--- src/rtl/riscv_fetch_pkg.sv ---
// Shared fetch-path constants, the queued entry layout and the PC increment helper.
package riscv_fetch_pkg;

  localparam int XLEN = 32;
  localparam int INSTR_BYTES = 4;
  localparam logic [XLEN-1:0] PC_ALIGN_MASK = 32'hFFFFFFFC;
  localparam logic [XLEN-1:0] NOP_INSTR = 32'h00000013;

  typedef struct packed {
    logic [XLEN-1:0] pc;
    logic [XLEN-1:0] instr;
  } fetch_entry_t;

  // Wraps naturally from 32'hFFFFFFFC to 0.
  function automatic logic [XLEN-1:0] next_pc(input logic [XLEN-1:0] pc);
    return (pc + XLEN'(INSTR_BYTES)) & PC_ALIGN_MASK;
  endfunction

endpackage

--- src/rtl/fetch_fifo.sv ---
// Show-ahead FIFO of {pc,instr} entries; the head is registered so it holds its
// last value once the queue drains.
module fetch_fifo
  import riscv_fetch_pkg::*;
#(
  parameter int DEPTH = 4,
  localparam int AW = $clog2(DEPTH),
  localparam int CW = AW + 1
) (
  input  logic         clk,
  input  logic         reset,
  input  logic         push,
  input  fetch_entry_t push_data,
  input  logic         pop,
  input  logic         flush,
  output fetch_entry_t head,
  output logic [CW-1:0] count,
  output logic         full,
  output logic         empty
);

  fetch_entry_t mem [DEPTH];
  fetch_entry_t head_reg;
  logic [AW-1:0] rd_ptr_reg, wr_ptr_reg;
  logic [AW-1:0] rd_ptr_next;
  logic [CW-1:0] count_reg;
  logic do_push, do_pop;

  assign empty = (count_reg == '0);
  assign full = (count_reg == CW'(DEPTH));
  assign do_pop = pop & ~empty;
  assign do_push = push & (~full | do_pop);
  assign rd_ptr_next = rd_ptr_reg + 1'b1;
  assign head = head_reg;
  assign count = count_reg;

  always_ff @(posedge clk) begin
    if (do_push && !flush) begin
      mem[wr_ptr_reg] <= push_data;
    end
  end

  always_ff @(posedge clk or posedge reset) begin
    if (reset) begin
      rd_ptr_reg <= '0;
      wr_ptr_reg <= '0;
      count_reg <= '0;
      head_reg <= '0;
    end else if (flush) begin
      rd_ptr_reg <= '0;
      wr_ptr_reg <= '0;
      count_reg <= '0;
    end else begin
      if (do_push) wr_ptr_reg <= wr_ptr_reg + 1'b1;
      if (do_pop) rd_ptr_reg <= rd_ptr_next;
      count_reg <= count_reg + CW'(do_push) - CW'(do_pop);
      // The head tracks whatever entry will be at the read pointer after this edge.
      if (do_pop) begin
        if (count_reg > CW'(1)) head_reg <= mem[rd_ptr_next];
        else if (do_push) head_reg <= push_data;
      end else if (empty && do_push) begin
        head_reg <= push_data;
      end
    end
  end

endmodule

--- src/rtl/instr_fetch_queue.sv ---
// Prefetching fetch front end: sequential word requests, in-order response queue,
// and redirect flush that discards in-flight responses via a drop counter.
module instr_fetch_queue
  import riscv_fetch_pkg::*;
#(
  parameter int DEPTH = 4,
  parameter logic [31:0] RESET_PC = 32'h00000000
) (
  input  logic        clk,
  input  logic        reset,
  input  logic        i_Redirect,
  input  logic [31:0] i_RedirectPC,
  output logic        o_MemReq,
  output logic [31:0] o_MemAddr,
  input  logic        i_MemReady,
  input  logic        i_MemValid,
  input  logic [31:0] i_MemData,
  output logic        o_InstrValid,
  output logic [31:0] o_Instruction,
  output logic [31:0] o_InstrPC,
  input  logic        i_InstrReady
);

  localparam int CW = $clog2(DEPTH) + 1;
  // Stacked redirects on a full pipeline can leave more than DEPTH responses to drop.
  localparam int DW = CW + 1;

  logic [XLEN-1:0] fetch_pc_reg, resp_pc_reg;
  logic [CW-1:0] outstanding_reg;
  logic [DW-1:0] drop_reg;
  logic [CW-1:0] fifo_count;
  logic fifo_full, fifo_empty;
  fetch_entry_t fifo_head, push_data;
  logic mem_req, accept, resp_live, resp_drop, resp_any, push, pop;
  logic [XLEN-1:0] redirect_pc;

  assign mem_req = !reset && !i_Redirect &&
                   (({1'b0, fifo_count} + {1'b0, outstanding_reg}) < DW'(DEPTH));
  assign accept = mem_req & i_MemReady;
  assign resp_drop = i_MemValid && (drop_reg != '0);
  assign resp_live = i_MemValid && (drop_reg == '0) && (outstanding_reg != '0);
  assign resp_any = resp_drop | resp_live;
  assign push = resp_live & ~i_Redirect & ~fifo_full;
  assign pop = i_InstrReady & ~i_Redirect;
  assign redirect_pc = i_RedirectPC & PC_ALIGN_MASK;
  assign push_data = '{pc: resp_pc_reg, instr: i_MemData};

  assign o_MemReq = mem_req;
  assign o_MemAddr = fetch_pc_reg;
  assign o_InstrValid = !fifo_empty;
  assign o_Instruction = fifo_head.instr;
  assign o_InstrPC = fifo_head.pc;

  always_ff @(posedge clk or posedge reset) begin
    if (reset) begin
      fetch_pc_reg <= RESET_PC;
      resp_pc_reg <= RESET_PC;
      outstanding_reg <= '0;
      drop_reg <= '0;
    end else if (i_Redirect) begin
      // Every request still in flight becomes a response to discard, less any arriving now.
      fetch_pc_reg <= redirect_pc;
      resp_pc_reg <= redirect_pc;
      outstanding_reg <= '0;
      drop_reg <= drop_reg + {1'b0, outstanding_reg} - DW'(resp_any);
    end else begin
      if (accept) fetch_pc_reg <= next_pc(fetch_pc_reg);
      if (resp_live) resp_pc_reg <= next_pc(resp_pc_reg);
      outstanding_reg <= outstanding_reg + CW'(accept) - CW'(resp_live);
      drop_reg <= drop_reg - DW'(resp_drop);
    end
  end

  fetch_fifo #(.DEPTH(DEPTH)) u_fifo (
    .clk(clk),
    .reset(reset),
    .push(push),
    .push_data(push_data),
    .pop(pop),
    .flush(i_Redirect),
    .head(fifo_head),
    .count(fifo_count),
    .full(fifo_full),
    .empty(fifo_empty)
  );

endmodule

--- config.mk ---
export PLATFORM = sky130hd
export DESIGN_NAME = instr_fetch_queue
export DESIGN_NICKNAME = d
export VERILOG_FILES = /design/src/rtl/riscv_fetch_pkg.sv /design/src/rtl/fetch_fifo.sv /design/src/rtl/instr_fetch_queue.sv
export SDC_FILE = /design/constraint.sdc
export NUM_CORES = 1
export LEC_CHECK = 0
export CAP_MARGIN = 15
export CORE_MARGIN = 3
export CORE_UTILIZATION = 52
export DETAILED_ROUTE_END_ITERATION = 10
export GPL_ROUTABILITY_DRIVEN = 1
export GPL_TIMING_DRIVEN = 0
export PLACE_DENSITY = 0.89
export SYNTH_ARGS = -nofsm -noshare
export SYNTH_HDL_FRONTEND = slang
export SYNTH_HIERARCHICAL = 1
export SYNTH_SLANG_ARGS = --single-unit
--- constraint.sdc ---
create_clock -name clk -period 3.4 [get_ports clk]
set_input_delay 0.68 -clock clk [delete_from_list [all_inputs] [get_ports clk]]
set_output_delay 0.68 -clock clk [all_outputs]
set_load 0.1 [all_outputs]
==> results_dict.tcl, run 1 <==
set metrics [dict create \
    grt_pass1_vias 10567 \
    fp.dieH_um 186 \
    synth_cell_type_count 60 \
    max_stage_delay_ns 0.88 \
    drtAntennaViolNets 0 \
    drv_slew 0 \
    die_w_um 186 \
    async_flop_share 0.350 \
    core_um2 31800 \
    required_ns 2.72 \
    critPathArrivalTime_ns 2.57 \
    remaining_drc_errors 0 \
    cts_sinks 394 \
    netlist_top_cells_area "edfxtp_1, dfrtp_1, mux2_2, mux4_2, ha_1" \
    grt_max_degree 50 \
    cp-start-kind "register" \
    worst_pin_slew_ns 1.07 \
    synth_area_per_cell_um2 16.3 \
    syn_inst 1039 \
    drive_above_1_share 0.252 \
    fmax_mhz 307 \
    drv_cap 0 \
    synth-seq-cells 394 \
    vias 10017 \
    relSlewSlack 0.287 \
    routed_wl_mm 38.0 \
    nets 1354 \
    initial_core_util 0.532 \
    die_area_um2 34700 \
    pin_count 168 \
    worstHoldPathType "register to register" \
    viasPerCell 5.80 \
    clk_transition_reported_paths_ns 0.06 \
    largest_reg_flops 256 \
    cts_buffers 40 \
    insertion_delay_ns 0.53 \
    avgRoutedWirePerCell_um 22.0 \
    ys_warn_count 6 \
    globalRoute.totalOverflow 0 \
    powerDensity_nw_per_um2 688 \
    fin_crit_sh 0.957 \
    endpoint_kind "output port" \
    htree_levels 2 \
    hold_violations 0 \
    gp_congestion 0.901 \
    slowest_stage "dlygate4sd2_1" \
    place_hpwl_mm 24.9 \
    antenna_found_initial 0 \
    crit_chain "ha_1 > nor3_1 > and3_1 > dlygate4sd2_1" \
    utilization 0.649 \
    yosys-top-cells-count "edfxtp_1, dfrtp_1, mux2_2" \
    grt_pass1_wl_mm 59.4 \
    yosysSeqAreaShare 0.658 \
    synth_most_common_cell "edfxtp_1" \
    synth_area_um2 16900 \
    drtIter0Drc 783 \
    synth_top_cell_area_share 0.454 \
    cellLeakagePower_nw 7.53 \
    cts_max_path_buffers 3 \
    synth_top_area_cell "edfxtp_1" \
    port_buffers 162 \
    ir_drop_mv 0.365 \
    nFillCells 2159 \
    cts_root_buf "clkbuf_16" \
    ys.flop_type "edfxtp_1" \
    area_growth_pct 22.0 \
    total_power_mw 14.2 \
    synth_edf_count 256 \
    cts_tree "built" \
    outcome "complete, no violations" \
    fin_skew_ns 0.0144 \
    rows 65 \
    crit_path_max_fanout 5 \
    track_usage 0.217 \
    crit_type "register to output port" \
    cts_hold_buf 0 \
    diodes 0 \
    rsz0062_at_grt "false" \
    setup_viol 0 \
    min_period_ns 3.25 \
    first_pass_iters 5 \
]
[kinds of logic (layout without fill, tap and decap cells)]
| group | count (synthesis) | count (layout) | synth area share |
|---|---|---|---|
| other | 1 | 12 | 0.000222 |
| and+or+nand+nor | 215 | 215 | 0.0723 |
| DFF | 394 | 394 | 0.658 |
| buffers and inverters | 80 | 322 | 0.0236 |
| xor gates and xnor gates | 40 | 40 | 0.0207 |
| AOI/OAI and AO/OA | 89 | 89 | 0.0329 |
| muxes | 196 | 196 | 0.173 |
| adders and majority gates | 24 | 24 | 0.0191 |
[where the power goes]
part / total [mW] / internal (mW) / leakage, nW / switching, mW
registers: 5.84 / 5.48 / 4.09 / 0.361
logic: 3.97 / 1.13 / 2.79 / 2.84
clock network: 4.40 / 2.61 / 0.651 / 1.79
total: 14.2 / 9.21 / 7.53 / 4.99
[final timing paths]
check / startpoint / depth (start not counted) / endpoint / slack [ns]
worst max-delay path: outstanding_reg[2] / 4 / o_MemReq / 0.15
worst min-delay path: u_fifo/head[19] / 1 / u_fifo/head[19] / 0.50
worst max register to register: drop_reg[1] / 7 / u_fifo/head[43] / 0.18
worst min register to register: u_fifo/head[19] / 1 / u_fifo/head[19] / 0.50
max in group asynchronous: reset / 3 / resp_pc_reg[25] / 1.97
min in group asynchronous: reset / 2 / u_fifo/count[0] / 0.65
[cell usage in the layout, fill, tap and decap left out, types with 17 or more instances in the layout]
cell,n
nand3_1,33
clkbuf_1,17
mux2_2,130
xor2_1,22
xnor2_1,18
dfrtp_1,138
nor2_1,32
ha_1,21
o21ai_0,31
edfxtp_1,256
inv_1,31
clkdlybuf4s50_1,161
nand4_1,26
nand2_1,57
clkbuf_16,42
mux4_2,64
o211ai_1,17
[final cells by class]
class,count,area [µm²],area share
clock buffer,53,1140,0.0553
clock inverter,21,198,0.00958
sequential,394,11100,0.540
multi-input combinational,576,5440,0.263
buffer,46,272,0.0132
inverter,34,130,0.00630
timing repair buffer,168,1780,0.0861
tap,435,544,0.0264
[what timing repair did]
action	4_1_cts	5_1_grt
hold endpoints to repair	0	0
buffers inserted	0	0
gates resized for setup	1	1
setup endpoints to repair	1	247
[metal layers]
metal  GRT usage  up-vias  wire length [µm]
met4      0.0698        0              1040
met5           0        -                 0
met2       0.360      459             18800
li1            -     4433                 -
met3      0.0432       74              2910
met1       0.293     5051             15300
[through the flow]
stage / TNS [ns] / setup slack [ns] / instances / instance area [µm²] / hold slack, ns
after floorplan: 0 / 0.105 / 1050 / 17000 / 0.478
after CTS: 0 / 0.0161 / 1727 / 20600 / 0.508
after global placement: -360.44 / -1.10 / 1647 / 19100 / 0.489
after global routing: 0 / 0.0106 / 1727 / 20600 / 0.518
final: 0 / 0.147 / 1727 / 20600 / 0.503
after detailed placement: -117.99 / -0.473 / 1653 / 19300 / 0.494
[worst max-delay path: cells and delay by family, from the launching register on]
kind	cells	cell delay [ns]
simple gates	2	0.40
flops	1	0.44
buf+inv	1	0.88
fa+ha+maj	1	0.33
No activity file was read; power rests on OpenSTA's default activity.
==> run 2, diff against run 1 <==
--- a/config.mk
+++ b/config.mk
@@ -6,7 +6,6 @@
 export NUM_CORES = 1
 export LEC_CHECK = 0
 export CAP_MARGIN = 15
-export CORE_MARGIN = 3
 export CORE_UTILIZATION = 52
 export DETAILED_ROUTE_END_ITERATION = 10
 export GPL_ROUTABILITY_DRIVEN = 1
==> run 2 against run 1 <==
  * Non-clock buffer count decreased by 1
  * Combinational power hardly changed
  * Highest routed layer unchanged
  * Die area is 4.2% lower
  * Critical path depth unchanged
  * First-iteration DRC count down 7.9%
  * Utilization decreased by 0.28 points
  * Clock power fell by 4.5%
  * Power decreased by 1.4%
  * Via count about the same
  * Worst setup slack better by 0.0025 ns
  * Sequential power about the same
==> results_dict.tcl, run 2 (synthesis gave the netlist of run 1 again) <==
set metrics [dict create \
    outcome "complete, no violations" \
    grt_pass1_vias 10359 \
    critPathArrivalTime_ns 2.57 \
    cts_buffers 40 \
    fmax_mhz 308 \
    cts_root_buf "clkbuf_16" \
    fin_skew_ns 0.0168 \
    clk_transition_reported_paths_ns 0.06 \
    pin_count 168 \
    ir_drop_mv 0.456 \
    drtIter0Drc 721 \
    drive_above_1_share 0.248 \
    place_hpwl_mm 24.2 \
    viasPerCell 5.80 \
    crit_chain "ha_1 > nor3_1 > and3_1 > dlygate4sd2_1" \
    min_period_ns 3.25 \
    worstRegToRegCells 14 \
    fp.dieH_um 182 \
    track_usage 0.232 \
    vias 10014 \
    htree_levels 2 \
    max_stage_delay_ns 0.86 \
    final_common_cell "edfxtp_1" \
    routed_wl_mm 37.2 \
    remaining_drc_errors 0 \
    crit_type "register to output port" \
    globalRoute.totalOverflow 0 \
    grt_max_degree 68 \
    die_area_um2 33300 \
    powerDensity_nw_per_um2 681 \
    drv_cap 0 \
    cts_sinks 394 \
    antenna_found_initial 0 \
    grt_pass1_wl_mm 58.7 \
    endpoint_kind "output port" \
    area_growth_pct 21.5 \
    worst_pin_slew_ns 1.09 \
    drtAntennaViolNets 0 \
    hold_violations 0 \
    cts_tree "built" \
    core_um2 31800 \
    die_w_um 182 \
    cp-start-kind "register" \
    nets 1354 \
    ff2ff_setup_slack_ns 0.19 \
    rows 65 \
    cellLeakagePower_nw 7.50 \
    insertion_delay_ns 0.53 \
    cts_max_path_buffers 3 \
    largest_reg_flops 256 \
    fin_tns_setup_ns 0 \
    gp_congestion 0.896 \
    slowest_stage "dlygate4sd2_1" \
    place_area_um2 19300 \
    fin_crit_sh 0.956 \
    avgRoutedWirePerCell_um 21.5 \
    required_ns 2.72 \
    crit_path_max_fanout 5 \
    min_from "u_fifo/head[21]" \
    seq_area_um2 11100 \
    worst_hold_path.endpoint "u_fifo/head[21]" \
    port_buffers 162 \
    hold_path_depth 1 \
    utilization 0.646 \
    total_power_mw 14.0 \
    final_cell_mix "edfxtp_1, clkdlybuf4s50_1, dfrtp_1, mux2_2, mux4_2" \
    rr_endpoint "outstanding_reg[2]" \
    drv_slew 0 \
    initial_core_util 0.532 \
    first_pass_iters 5 \
    multi_input_area_um2 5450 \
    diodes 0 \
    relSlewSlack 0.272 \
    setup_viol 0 \
    holdWs_ns 0.504 \
    fin_area_um2 20600 \
    worstHoldPathType "register to register" \
    r2r-start "outstanding_reg[2]" \
    nFillCells 2149 \
]
-- run 2: layout make-up --
class | instances | area share
Sequential cell | 394 | 0.542
Multi-Input combinational cell | 577 | 0.265
Timing Repair Buffer | 167 | 0.0855
Clock buffer | 57 | 0.0543
Tap cell | 435 | 0.0265
Buffer | 46 | 0.0133
Clock inverter | 17 | 0.00676
Inverter | 34 | 0.00645
-- run 2: report_power, final --
part           internal, mW  switching [mW]  total, mW
registers              5.48           0.353       5.83
clock network          2.45            1.75       4.20
logic                  1.13            2.84       3.97
-- run 2: worst max-delay path by stage --
stage | end | startpoint | slack (ns)
6_report | o_MemReq | outstanding_reg[2] | 0.15
5_1_grt | u_fifo/mem[2][11] | drop_reg[1] | -0.002
4_1_cts | u_fifo/mem[3][53] | drop_reg[1] | 0.04
3_5_place_dp | u_fifo/mem[1][3] | i_MemValid | -0.49
3_3_place_gp | u_fifo/mem[3][0] | i_MemValid | -1.11
2_1_floorplan | u_fifo/mem[0][0] | i_Redirect | 0.10
-- run 2: timing repair --
item                                    in CTS  in global routing
endpoints found under the setup margin      43                174
pin swaps                                    1                  2
buffers inserted                             0                  0
gates cloned                                 1                  0
gates resized for setup                      2                  3
hold buffers                                 0                  0
-- run 2: worst max-delay path, delay by kind of cell, from the launching register on --
family / cells / cell delay (ns)
buf+inv: 1 / 0.86
flops: 1 / 0.44
simple gates: 2 / 0.42
fa+ha+maj: 1 / 0.31
-- run 2: stage by stage --
step / setup WS [ns] / std cells
finish: 0.149 / 1727
global route: -0.00172 / 1727
CTS: 0.0405 / 1727
detailed placement: -0.486 / 1652
global placement: -1.11 / 1647
floorplan: 0.105 / 1050
-- run 2: routing by layer --
metal | wire, µm | up-vias | GRT usage
li1 | - | 4427 | -
met1 | 16000 | 5089 | 0.324
met2 | 17800 | 423 | 0.378
met3 | 2480 | 75 | 0.0373
met4 | 873 | 0 | 0.0652
met5 | 0 | - | 0
==> run 3, diff against run 2 <==
--- a/config.mk
+++ b/config.mk
@@ -5,12 +5,14 @@
 export SDC_FILE = /design/constraint.sdc
 export NUM_CORES = 1
 export LEC_CHECK = 0
+export ABC_AREA = 1
 export CAP_MARGIN = 15
-export CORE_UTILIZATION = 52
+export CORE_UTILIZATION = 58
 export DETAILED_ROUTE_END_ITERATION = 10
+export DONT_BUFFER_PORTS = 1
 export GPL_ROUTABILITY_DRIVEN = 1
 export GPL_TIMING_DRIVEN = 0
-export PLACE_DENSITY = 0.89
+export PLACE_DENSITY = 0.88
 export SYNTH_ARGS = -nofsm -noshare
 export SYNTH_HDL_FRONTEND = slang
 export SYNTH_HIERARCHICAL = 1
==> run 3 against run 2 <==
  * Final cell count increased by 57%
  * Clock-buffer cell count is 1 lower
  * Synthesized cell count up 110%
  * Power is 18% higher
  * Die area shrank 0.10%
  * Utilization is 1.9 points higher
  * Non-clock buffer count fell by 121
  * Worst setup slack improved by 0.042 ns
  * Sequential power rose by 51%
  * Critical endpoint is now u_fifo/mem[2][0]
  * Critical path depth rose by 8
==> results_dict.tcl, run 3 <==
set metrics [dict create \
    outcome "complete, no violations" \
    core_um2 31800 \
    max_stage_delay_ns 0.66 \
    endpoint "u_fifo/mem[2][0]" \
    netlist_top_cells_area "edfxtp_1, nand2_1, dfrtp_1, nand3_1, inv_1" \
    fp.dieH_um 182 \
    holdWs_ns 0.180 \
    viasPerCell 5.62 \
    synth_edf_count 256 \
    initial_core_util 0.593 \
    die_w_um 182 \
    avgRoutedWirePerCell_um 18.0 \
    synth_area_um2 18900 \
    drv_slew 0 \
    drtIter0Drc 1590 \
    synth_cell_type_count 37 \
    rsz0062_at_grt "false" \
    clk_transition_reported_paths_ns 0.06 \
    cellLeakagePower_nw 9.86 \
    critPathArrivalTime_ns 3.46 \
    crit_chain "buf_6 > buf_2 > buf_1 > nor2_2 > inv_1 > nand2_1 > nand2_1 > nor2_1 > inv_1 > nor2_4 > buf_12 > buf_16" \
    cts_max_path_buffers 3 \
    crit_family "buffers and inverters" \
    worstRegToRegCells 11 \
    area_growth_pct 12.2 \
    worstHoldPathType "input port to async pin" \
    yosys-top-cells-count "nand2_1, edfxtp_1, dfrtp_1" \
    synth_top_area_cell "edfxtp_1" \
    htree_levels 2 \
    remaining_drc_errors 0 \
    r2r-start "drop_reg[2]" \
    synth_top_cell_area_share 0.408 \
    async_flop_share 0.350 \
    die_area_um2 33200 \
    track_usage 0.297 \
    cts_sinks 394 \
    nets 2341 \
    crit_type "input port to register" \
    drive_above_1_share 0.0838 \
    largest_reg_flops 256 \
    cts_buffers 41 \
    pin_count 168 \
    insertion_delay_ns 0.55 \
    synth_area_per_cell_um2 8.64 \
    drtAntennaViolNets 0 \
    utilization 0.665 \
    final_common_cell "nand2_1" \
    cp-start-kind "input port" \
    grt_pass1_vias 15205 \
    port_buffers 0 \
    relSlewSlack 0.275 \
    critical_path_depth 12 \
    powerDensity_nw_per_um2 781 \
    antenna_found_initial 0 \
    grt_pass1_wl_mm 77.5 \
    worst_pin_slew_ns 1.09 \
    critPathBufInv 7 \
    ir_drop_mv 0.400 \
    grt_max_degree 68 \
    ff2ff_setup_slack_ns 0.19 \
    min_period_ns 3.21 \
    worstSetupStartpoint "i_Redirect" \
    nFillCells 2256 \
    fmax_mhz 312 \
    setup_viol 0 \
    diodes 0 \
    fin_crit_sh 0.944 \
    drv_cap 0 \
    cts_root_buf "clkbuf_16" \
    cts_tree "built" \
    hold_violations 0 \
    ys.flop_type "edfxtp_1" \
    crit_path_max_fanout 27 \
    slowest_stage "nor2_4" \
    routed_wl_mm 49.0 \
    globalRoute.totalOverflow 0 \
    endpoint_kind "register" \
    synth_most_common_cell "nand2_1" \
    final_cell_mix "nand2_1, edfxtp_1, dfrtp_1, inv_1, nand3_1" \
    gp_congestion 0.923 \
    fin_skew_ns 0.0178 \
    first_pass_iters 6 \
    place_hpwl_mm 31.2 \
    ys_warn_count 6 \
    vias 15260 \
    yosysSeqAreaShare 0.591 \
    synth-seq-cells 394 \
    rows 65 \
    rr_endpoint "u_fifo/mem[2][0]" \
    syn_inst 2183 \
    required_ns 3.65 \
]
-- run 3: cell count changes in the layout (fill, tap and decap cells not counted), sizes merged, moves of 12 or more --
| cell | change |
|---|---|
| inv | +82 |
| mux4 | -64 |
| nor2 | +73 |
| and2 | -12 |
| o21ai | -15 |
| buf | +45 |
| mux2 | -130 |
| nand2 | +1217 |
| nand3 | +57 |
| clkdlybuf4s50 | -161 |
| nand4 | -25 |
-- run 3: layer usage --
metal  part of all wire  global-route usage  up-vias
met5                  0                   0        -
met4              0.033               0.119        0
met3               0.11              0.0629      140
met2               0.48               0.499      935
met1               0.38               0.376     7175
li1                   -                   -     7010
-- run 3: per-stage QoR --
step           total power, mW  setup slack, ns  cell area (µm²)  instances  TNS [ns]
6_report                  16.5            0.191            21200       2715         0
5_1_grt                   17.2          0.00257            21200       2715         0
4_1_cts                   16.5            0.168            21200       2715         0
3_5_place_dp              11.7           -0.405            19700       2638    -25.02
3_3_place_gp              11.5            -2.05            19400       2629   -511.89
2_1_floorplan             10.9           -0.498            18900       2194   -127.53
-- run 3: cell families (layout without fill, tap and decap cells) --
logic type                 after synthesis  in the layout  synth area share
and+or+nand+nor                       1488           1488             0.312
DFF                                    394            394             0.591
adders and majority gates               24             24            0.0171
buffers and inverters                  199            285            0.0522
other                                    1             12          0.000199
xor gates and xnor gates                20             20           0.00929
muxes                                    1              1          0.000531
AOI/OAI and AO/OA                       56             56            0.0173
-- run 3: how the worst min path moves through the flow --
| stage | start | slack [ns] | endpoint | depth (start not counted) |
|---|---|---|---|---|
| floorplan | resp_pc_reg[31] | 0.53 | u_fifo/mem[0][63] | 0 |
| global placement | u_fifo/rd_ptr_reg[1] | 0.60 | u_fifo/rd_ptr_reg[1] | 3 |
| detailed placement | reset | 0.44 | u_fifo/wr_ptr_reg[0] | 1 |
| CTS | i_Redirect | 0.19 | u_fifo/count[0] | 1 |
| global route | i_Redirect | 0.19 | u_fifo/count[1] | 1 |
| finish | reset | 0.18 | o_MemAddr[2] | 1 |
-- run 3: timing repair --
| item | in CTS | in global routing |
|---|---|---|
| setup endpoints to repair | 0 | 19 |
| hold buffers | 1 | 0 |
| resized for setup | 0 | 1 |
| setup buffers | 0 | 0 |
| endpoints found under the hold margin | 4 | 0 |
-- run 3: cell type report --
| cell class | count | area (µm²) | area share |
|---|---|---|---|
| clock inverter | 20 | 317 | 0.0150 |
| timing repair buffer | 10 | 213 | 0.0101 |
| tap | 435 | 544 | 0.0257 |
| buffer | 82 | 543 | 0.0257 |
| inverter | 117 | 447 | 0.0211 |
| multi-input combinational | 1601 | 6800 | 0.321 |
| clock buffer | 56 | 1150 | 0.0545 |
| sequential | 394 | 11100 | 0.526 |
-- run 3: worst register-to-register path: stages, from the launching register on --
cell and delay (ns):
dfrtp_1 0.40, nor2_1 0.14, nand3_1 0.12, nor2_2 0.19, nand2_2 0.15, nor2_1 0.22
nand2_1 0.11, nor2_1 0.18, inv_1 0.20, nor2_4 0.66, buf_12 0.32, buf_16 0.21
-- run 3: power breakdown --
part / switching (mW) / internal, mW
sequential: 3.27 / 5.55
clock: 1.91 / 2.94
combinational: 1.92 / 0.934
